[src/rtl/i2s_pkg.sv]
// Shared I2S definitions: receiver state encoding and word-select polarity.
package i2s_pkg;

    typedef enum logic [1:0] {
        HUNT,
        LEFT,
        RIGHT
    } i2s_rx_state_t;

    localparam logic WS_LEFT  = 1'b0;
    localparam logic WS_RIGHT = 1'b1;

endpackage

[src/rtl/i2s_sync_edge.sv]
// Brings sclk/ws/sd into the mclk domain through equal-depth synchronisers
// and flags the mclk cycle on which the synchronised sclk has just risen.
module i2s_sync_edge #(
    parameter int SYNC_STAGES = 2
) (
    input  logic mclk,
    input  logic rst,
    input  logic sclk,
    input  logic ws,
    input  logic sd,
    output logic rise,
    output logic ws_sync,
    output logic sd_sync
);

    logic [SYNC_STAGES-1:0] sclk_q;
    logic [SYNC_STAGES-1:0] ws_q;
    logic [SYNC_STAGES-1:0] sd_q;
    logic                   sclk_d;

    always_ff @(posedge mclk) begin
        if (rst) begin
            sclk_q <= '0;
            ws_q   <= '0;
            sd_q   <= '0;
            sclk_d <= 1'b0;
        end else begin
            sclk_q <= {sclk_q[SYNC_STAGES-2:0], sclk};
            ws_q   <= {ws_q[SYNC_STAGES-2:0], ws};
            sd_q   <= {sd_q[SYNC_STAGES-2:0], sd};
            sclk_d <= sclk_q[SYNC_STAGES-1];
        end
    end

    assign rise    = sclk_q[SYNC_STAGES-1] & ~sclk_d;
    assign ws_sync = ws_q[SYNC_STAGES-1];
    assign sd_sync = sd_q[SYNC_STAGES-1];

endmodule

[src/rtl/i2s_receiver.sv]
// I2S slave receiver: deserialises MSB-first left/right words in the mclk
// domain and presents each complete stereo pair with a one-cycle strobe.
module i2s_receiver
    import i2s_pkg::*;
#(
    parameter int WIDTH       = 16,
    parameter int SYNC_STAGES = 2
) (
    input  logic             mclk,
    input  logic             rst,
    input  logic             sclk,
    input  logic             ws,
    input  logic             sd_rx,
    output logic [WIDTH-1:0] rx_data_l,
    output logic [WIDTH-1:0] rx_data_r,
    output logic             rx_valid,
    output logic             frame_err
);

    localparam int CW = $clog2(WIDTH + 1);
    localparam logic [CW-1:0] FULL = CW'(WIDTH);

    logic             rise;
    logic             ws_sync;
    logic             sd_sync;

    i2s_rx_state_t    state;
    i2s_rx_state_t    next_slot;
    logic [CW-1:0]    cnt;
    logic [CW-1:0]    cnt_next;
    logic [WIDTH-1:0] shreg;
    logic [WIDTH-1:0] shift_next;
    logic [WIDTH-1:0] hold_l;
    logic             left_ok;
    logic             ws_last;
    logic             take;
    logic             done;
    logic             ws_chg;

    i2s_sync_edge #(
        .SYNC_STAGES(SYNC_STAGES)
    ) u_sync (
        .mclk    (mclk),
        .rst     (rst),
        .sclk    (sclk),
        .ws      (ws),
        .sd      (sd_rx),
        .rise    (rise),
        .ws_sync (ws_sync),
        .sd_sync (sd_sync)
    );

    // Bits past WIDTH leave both counter and shift register untouched.
    always_comb begin
        take       = (cnt < FULL);
        cnt_next   = take ? cnt + CW'(1) : cnt;
        shift_next = take ? {shreg[WIDTH-2:0], sd_sync} : shreg;
        done       = take && (cnt_next == FULL);
        ws_chg     = (ws_sync != ws_last);
        next_slot  = (ws_sync == WS_LEFT) ? LEFT : RIGHT;
    end

    always_ff @(posedge mclk) begin
        if (rst) begin
            state     <= HUNT;
            cnt       <= '0;
            shreg     <= '0;
            hold_l    <= '0;
            left_ok   <= 1'b0;
            ws_last   <= 1'b0;
            rx_data_l <= '0;
            rx_data_r <= '0;
            rx_valid  <= 1'b0;
            frame_err <= 1'b0;
        end else begin
            rx_valid  <= 1'b0;
            frame_err <= 1'b0;
            if (rise) begin
                ws_last <= ws_sync;
                unique case (state)
                    HUNT: begin
                        if (ws_chg) begin
                            state   <= next_slot;
                            cnt     <= '0;
                            left_ok <= 1'b0;
                        end
                    end
                    LEFT, RIGHT: begin
                        cnt   <= cnt_next;
                        shreg <= shift_next;
                        if (done) begin
                            if (state == LEFT) begin
                                hold_l  <= shift_next;
                                left_ok <= 1'b1;
                            end else if (left_ok) begin
                                rx_data_l <= hold_l;
                                rx_data_r <= shift_next;
                                rx_valid  <= 1'b1;
                                left_ok   <= 1'b0;
                            end
                        end
                        // The bit on a ws-change rise is the old slot's last bit.
                        if (ws_chg) begin
                            if (cnt_next < FULL) begin
                                frame_err <= 1'b1;
                                left_ok   <= 1'b0;
                            end
                            cnt   <= '0;
                            state <= next_slot;
                        end
                    end
                    default: state <= HUNT;
                endcase
            end
        end
    end

endmodule

[config.mk]
export PLATFORM = sky130hd
export DESIGN_NAME = i2s_receiver
export DESIGN_NICKNAME = d
export VERILOG_FILES = /design/src/rtl/i2s_pkg.sv /design/src/rtl/i2s_sync_edge.sv /design/src/rtl/i2s_receiver.sv
export SDC_FILE = /design/constraint.sdc
export NUM_CORES = 1
export LEC_CHECK = 0
export ABC_AREA = 1
export CAP_MARGIN = 20
export CORE_ASPECT_RATIO = 1.75
export CORE_MARGIN = 5
export CORE_UTILIZATION = 55
export DETAILED_ROUTE_END_ITERATION = 8
export DONT_BUFFER_PORTS = 1
export PLACE_DENSITY = 0.7
export SYNTH_ARGS = -nofsm -noshare
export SYNTH_HDL_FRONTEND = slang
export SYNTH_SLANG_ARGS = --single-unit
export TNS_END_PERCENT = 20
[constraint.sdc]
create_clock -name mclk -period 4.1 [get_ports mclk]
set_input_delay 1.23 -clock mclk [delete_from_list [all_inputs] [get_ports mclk]]
set_output_delay 1.23 -clock mclk [all_outputs]
set_load 0.01 [all_outputs]
==> results of run 1 <==
-- cell usage after synthesis, drive strengths merged --
cell type	count
nand2	106
dfxtp	82
nor2	81
inv	73
a21oi	43
o21ai	38
nand3	24
nand4	18
buf	15
clkbuf	11
ha	5
a31oi	1
a32oi	1
clkinv	1
nand3b	1
nor4	1
-- layout make-up --
class	instances	area share, %
Clock inverter	5	1.575
Timing Repair Buffer	1	0.1929
Tap cell	82	2.636
Sequential cell	82	42.17
Inverter	74	7.329
Multi-Input combinational cell	319	39.60
Clock buffer	11	6.493
-- registers in the layout (all words and copies together) (netlist names), 2 cells and up --
signal / count
state: 2
shreg: 16
u_sync.sd_q: 2
u_sync.sclk_q: 2
u_sync.ws_q: 2
rx_data_l: 16
rx_data_r: 16
hold_l: 16
cnt: 5
-- metrics by stage --
step | power (µW) | instance area [µm²] | instances | worst slack, ns | utilization, %
after floorplan | 847.7 | 3632 | 501 | 2.287 | -
after global placement | 849.2 | 3578 | 558 | 1.666 | 55.14
after detailed placement | 849.9 | 3578 | 558 | 1.587 | 55.14
after CTS | 1678 | 3892 | 574 | 1.570 | 59.98
after global routing | 1719 | 3892 | 574 | 1.279 | 59.98
final | 1659 | 3892 | 574 | 1.547 | 59.98
-- placed cells by master, fill, tap and decap left out, drive strengths merged, types with 4 or more instances in the layout --
cell type,n
clkbuf,11
nand2,106
o21ai,38
dfxtp,82
ha,5
clkinv,4
inv,74
nand4,18
a21oi,43
nand3,24
nor2,81
-- cells by family after synthesis --
logic type	share of synthesized area, %
flops	45.19
compound gates	11.88
simple gates	28.83
fa+ha+maj	1.722
buf+inv	12.37
-- power by group --
group          total [µW]  switching (µW)  internal (µW)
clock network         827             319            508
logic                29.2            21.2           8.03
registers             803            2.05            801
-- tightest hold or removal path, stage by stage (launching register included) --
cell	delay, ns
dfxtp_1	0.30
inv_1	0.04
nor2_1	0.03
-- per-layer routing --
layer | vias to the layer above | GRT usage, % | wire [µm]
met3 | 20 | 4.786 | 230
met5 | - | 0 | 0
li1 | 1551 | - | -
met2 | 48 | 32.78 | 4057
met4 | 0 | 11.65 | 330
met1 | 1317 | 18.79 | 2872
-- worst min path at each step --
| stage | depth (start not counted) | endpoint | startpoint |
|---|---|---|---|
| 2_1_floorplan | 2 | u_sync.sclk_q[1]$_SDFF_PP0_ | u_sync.sclk_q[0]$_SDFF_PP0_ |
| 3_3_place_gp | 2 | u_sync.sclk_q[1]$_SDFF_PP0_ | u_sync.sclk_q[0]$_SDFF_PP0_ |
| 3_5_place_dp | 2 | u_sync.sd_q[1]$_SDFF_PP0_ | u_sync.sd_q[0]$_SDFF_PP0_ |
| 4_1_cts | 2 | u_sync.sd_q[1]$_SDFF_PP0_ | u_sync.sd_q[0]$_SDFF_PP0_ |
| 5_1_grt | 2 | u_sync.sd_q[1]$_SDFF_PP0_ | u_sync.sd_q[0]$_SDFF_PP0_ |
| 6_report | 2 | u_sync.sd_q[1]$_SDFF_PP0_ | u_sync.sd_q[0]$_SDFF_PP0_ |
==> run metrics, run 1 <==
R2R setup slack between 1.5 and 2 ns; drt wl/cell between 10 and 15 µm; final setup fails 0; max-slew violations 0; DPL Wire Length 4981 µm; vias per cell about 5.1; r2r endpoint rx_data_l[1]$_SDFFE_PP0P_; TritonRoute pass-1 iters 4; top post-synthesis cells by area dfxtp_1 45%, nand2_1 11%, nor2_1 7.8%; DIE AREA roughly 8400 µm²; area grow syn2layout 7.165%; register area share after synthesis approximately 45%; Reg area 1642 µm²; type of origin of the critical path flip-flop; later-pin clock latency in the skew report 0.34 ns; Worst IR Drop VDD 0.0003282 V; Die Ht 117.5 µm; clk_skew 0.007930 ns; Yosys cell types 31; clk slew on worst S/H paths 0.06 ns; antenna violations before repair 0; H-tree Lvls 3; post-synthesis register bit count a little over 80; Worst Path Max Fanout 34; P_leak between 0.0015 and 0.002 µW; Ys Warns 0; Buf/Inv on CP 1; CP max stage delay approximately 0.53 ns; Total Wirelength 7489 µm; Critical Path, Cell by Cell inv_1, ha_1, nand2_2, nor2_4, nand4_4, nand2_1, nand2_1, nor2_1; Initial Util 55.97%; TritonCTS Buffers 9; drc violations 0; top cell type's share of synthesized area around 45%; P per Cell Area around 430 nW/µm²; Final Cycle Share 62.27%; footprint of the multi-input gates 1541 µm²; setup_tns 0 ns; CORE AREA 6490 µm²; cell depth of the worst setup path 8; final hold violations 0; crit path DAT 2.83 ns; # resized after CTS 0; final global-route overflow total 0; Netlist Area Pre-Place 3632 µm²; Cell Rows 39; share of layout cells above drive strength 1 ~7.7%; CTS tree yes; CTS Hold Bufs 0; CTS Buffer Depth 2; worst path required time 4.38 ns; Worst Setup End Kind flip-flop; Fmax slightly below 400 MHz; Clock Sink Count 82; die width 71.43 µm; ANT cells 0; initial DRC count 326; Synth Instances between 500 and 600; Slew @ Worst Pin about 0.82 ns; Final nets 497; RSZ-0062 raised after global routing no; Mapped Nets just over 500; root buf cell clkbuf_16; # IOs 39; Hold Crit Class reg -> reg; slew margin rel. 45.21%; Detail Route Antenna Nets 0; status finished clean; Final Wtd Congestion 0.8591; max cap viols 0; first-pass GRT wire length 12280 µm; Mean Syn Cell Area between 7 and 8 µm²; post-synth top area cell dfxtp_1; slowest cell on the critical path nor2_4; vias in the first global route approximately 2800; worst r2r src state[0]$_SDFFE_PP0P_; vias 2936; pin count of the biggest net entering global routing 53; setup bufs post-CTS 0; R2R depth 8; Crit path top cell by count nand2_1; critical path class reg -> reg; filler cell count 586; crit-path leading delay family simple AND/OR/NAND/NOR gates; Tot GR Track Use 18.61%; Worst setup endpoint rx_data_l[1]$_SDFFE_PP0P_; fin crit period ~2.6 ns; Setup crit start state[0]$_SDFFE_PP0P_; Hold Worst Slack 0.4042 ns; port buffer count 0
Note: power is estimated with default switching activity, not from simulation.
==> run 2, diff against run 1 <==
==> constraint.sdc (replaced) <==
create_clock -name mclk -period 2.6 [get_ports mclk]
set_input_delay 0.78 -clock mclk [delete_from_list [all_inputs] [get_ports mclk]]
set_output_delay 0.78 -clock mclk [all_outputs]
set_load 0.01 [all_outputs]
==> run 2 against run 1 <==
Effect of this change:
- first-iteration DRC count decreased by 35%
- largest power group is now registers
- worst hold slack about the same
- critical path depth increased by 1
- non-clock buffer count is 7 higher
- global-route usage shrank 0.092 points
- flip-flop and latch count stayed put
- cell area is 0.29% higher
- routed wire length fell by 1.3%
- power grew 48%
- sequential share of layout area shrank 0.12 points
- sequential power grew 58%
- clock power is 39% higher
==> run metrics, run 2 (same netlist as run 1, synthesis figures left out) <==
Worst Hold Path EP u_sync.sclk_q[1]$_SDFF_PP0_; Initial Util 55.97% (unchanged); DIE AREA 8393 µm² (unchanged); routed wl met3 263 µm (+14%); critical path class reg -> reg; final setup fails 0 (unchanged); status finished clean; vias 2954 (+0.61%); Worst Setup End Kind flip-flop; Final Wtd Congestion 0.8783 (+2.2%); combinational share of power 1.9% (about the same); DR top layer met4; Worst Path Max Fanout 20 (-41%); drt wl/cell 12.72 µm (-2.5%); Tot GR Track Use 18.52% (-0.092 points); Slew @ Worst Pin 0.5843 ns (-0.2364 ns); # resized after CTS 0 (unchanged); Hold Crit Class reg -> reg; vias per cell 5.084 (-0.60%); WL met1 2844 µm (-0.97%); worst r2r src cnt[0]$_SDFFE_PP0P_; final hold violations 0 (unchanged); first-pass GRT wire length 12210 µm (-0.56%); clk_skew 0.007357 ns (-0.0005727 ns); area grow syn2layout 7.475%; fin area 3904 µm² (+0.29%); max-slew violations 0 (unchanged); initial DRC count 212 (-35%); antenna violations before repair 0 (unchanged); die width 71.43 µm (unchanged); share of layout cells above drive strength 1 8.818% (+1.1 points); worst path required time 2.83 ns (-1.55 ns); # IOs 39 (unchanged); post-place instance area 3631 µm² (+1.5%); TritonCTS Buffers 9 (unchanged); Final Cycle Share 74.92% (+13 points); most common cell after layout, fill and taps aside nand2_1; Sw Ratio 21.00% (+0.36 points); clk slew on worst S/H paths 0.06 ns (about the same); CORE AREA 6490 µm² (unchanged); switching power total 516.7 µW (+51%); fin crit period 1.948 ns (-0.6054 ns); filler cell count 621 (+6.0%); Cell Rows 39 (unchanged); crit path DAT 2.17 ns (-0.66 ns); max cap viols 0 (unchanged); slew margin rel. 60.99% (+16 points); TritonRoute pass-1 iters 5 (+1); Reg area 1642 µm² (unchanged); CTS tree yes; final global-route overflow total 0 (unchanged); later-pin clock latency in the skew report 0.33 ns (about the same); final core occ 60.15% (+0.17 points); footprint of the multi-input gates 1541 µm² (unchanged); R2R setup slack 0.65 ns (-0.89 ns); type of origin of the critical path flip-flop; Final nets 504 (+1.4%); pin count of the biggest net entering global routing 39 (-26%); P per Cell Area 630.4 nW/µm² (+48%); hold_sp u_sync.sclk_q[0]$_SDFF_PP0_; clock share of power 46.6% (-3.2 points); ANT cells 0 (unchanged); r2r endpoint rx_data_r[12]$_SDFFE_PP0P_; root buf cell clkbuf_16; P_leak 0.001715 µW (+0.60%); RSZ-0062 raised after global routing no; Worst IR Drop VDD 0.0003810 V (+16%); CTS Hold Bufs 0 (unchanged); register share of total power 51.5% (+3.1 points); Total Wirelength 7388 µm (-1.3%); port buffer count 0 (unchanged); setup bufs post-CTS 0 (unchanged); Clock Sink Count 82 (unchanged); Hold Path Depth 2 (unchanged); Detail Route Antenna Nets 0 (unchanged); DPL Wire Length 5173 µm (+3.8%); Int Pwr 1944 µW (+48%); commonest cells after routing, fill and taps aside 103 x nand2_1, 82 x dfxtp_1, 75 x nor2_1; Die Ht 117.5 µm (unchanged); Fmax 513.4 MHz (+31%); R2R depth 9 (+1); CTS Buffer Depth 2 (unchanged); drc violations 0 (unchanged); setup_tns 0 ns (unchanged); H-tree Lvls 3 (unchanged); vias in the first global route 2707 (-1.6%); metal2 WL 4045 µm (-0.30%)
run 2: worst max path at each step:
stage	start	endpoint	slack (ns)
finish	cnt[0]$_SDFFE_PP0P_	rx_data_r[12]$_SDFFE_PP0P_	0.65
global route	cnt[0]$_SDFFE_PP0P_	hold_l[2]$_SDFFE_PP0P_	0.48
CTS	cnt[0]$_SDFFE_PP0P_	rx_data_l[4]$_SDFFE_PP0P_	0.64
detailed placement	cnt[0]$_SDFFE_PP0P_	rx_data_l[4]$_SDFFE_PP0P_	0.65
global placement	cnt[0]$_SDFFE_PP0P_	rx_data_l[4]$_SDFFE_PP0P_	0.68
floorplan	state[0]$_SDFFE_PP0P_	rx_data_l[0]$_SDFFE_PP0P_	0.98
run 2: power groups by stage:
stage               logic (µW)  clock network, µW  registers (µW)
floorplan                 43.1                  0            1290
global placement          46.7                  0            1290
detailed placement        47.7                  0            1290
CTS                       47.8               1180            1270
global route              54.3               1240            1270
finish                    47.1               1150            1270
run 2: area by class of cell:
cell class | count | share of cell area [%]
sequential | 82 | 42.05
multi-input combinational | 319 | 39.49
inverter | 74 | 7.308
clock buffer | 11 | 6.218
tap | 82 | 2.628
timing repair buffer | 8 | 1.538
clock inverter | 5 | 0.7692
run 2: metal layers:
metal | GRT usage [%] | vias up
met5 | 0 | -
met2 | 33.58 | 44
li1 | - | 1558
met1 | 19.15 | 1339
met4 | 8.941 | 0
met3 | 4.530 | 13
run 2: per-stage QoR:
stage / setup slack, ns / hold WS, ns / total power [µW] / std cells
floorplan: 0.9820 / 0.3883 / 1337 / 501
global route: 0.4784 / 0.4249 / 2558 / 581
CTS: 0.6434 / 0.4075 / 2492 / 581
detailed placement: 0.6462 / 0.3986 / 1342 / 565
finish: 0.6521 / 0.4037 / 2461 / 581
global placement: 0.6834 / 0.3898 / 1341 / 565
run 2: critical path, stage by stage (launching register included):
cell and delay, ns:
dfxtp_1 0.42, ha_1 0.25, nand3_2 0.14, nand2_2 0.12
nand3_2 0.08, nor2_4 0.29, buf_4 0.31, nand4_1 0.11
nand2_1 0.08, nor2_1 0.04
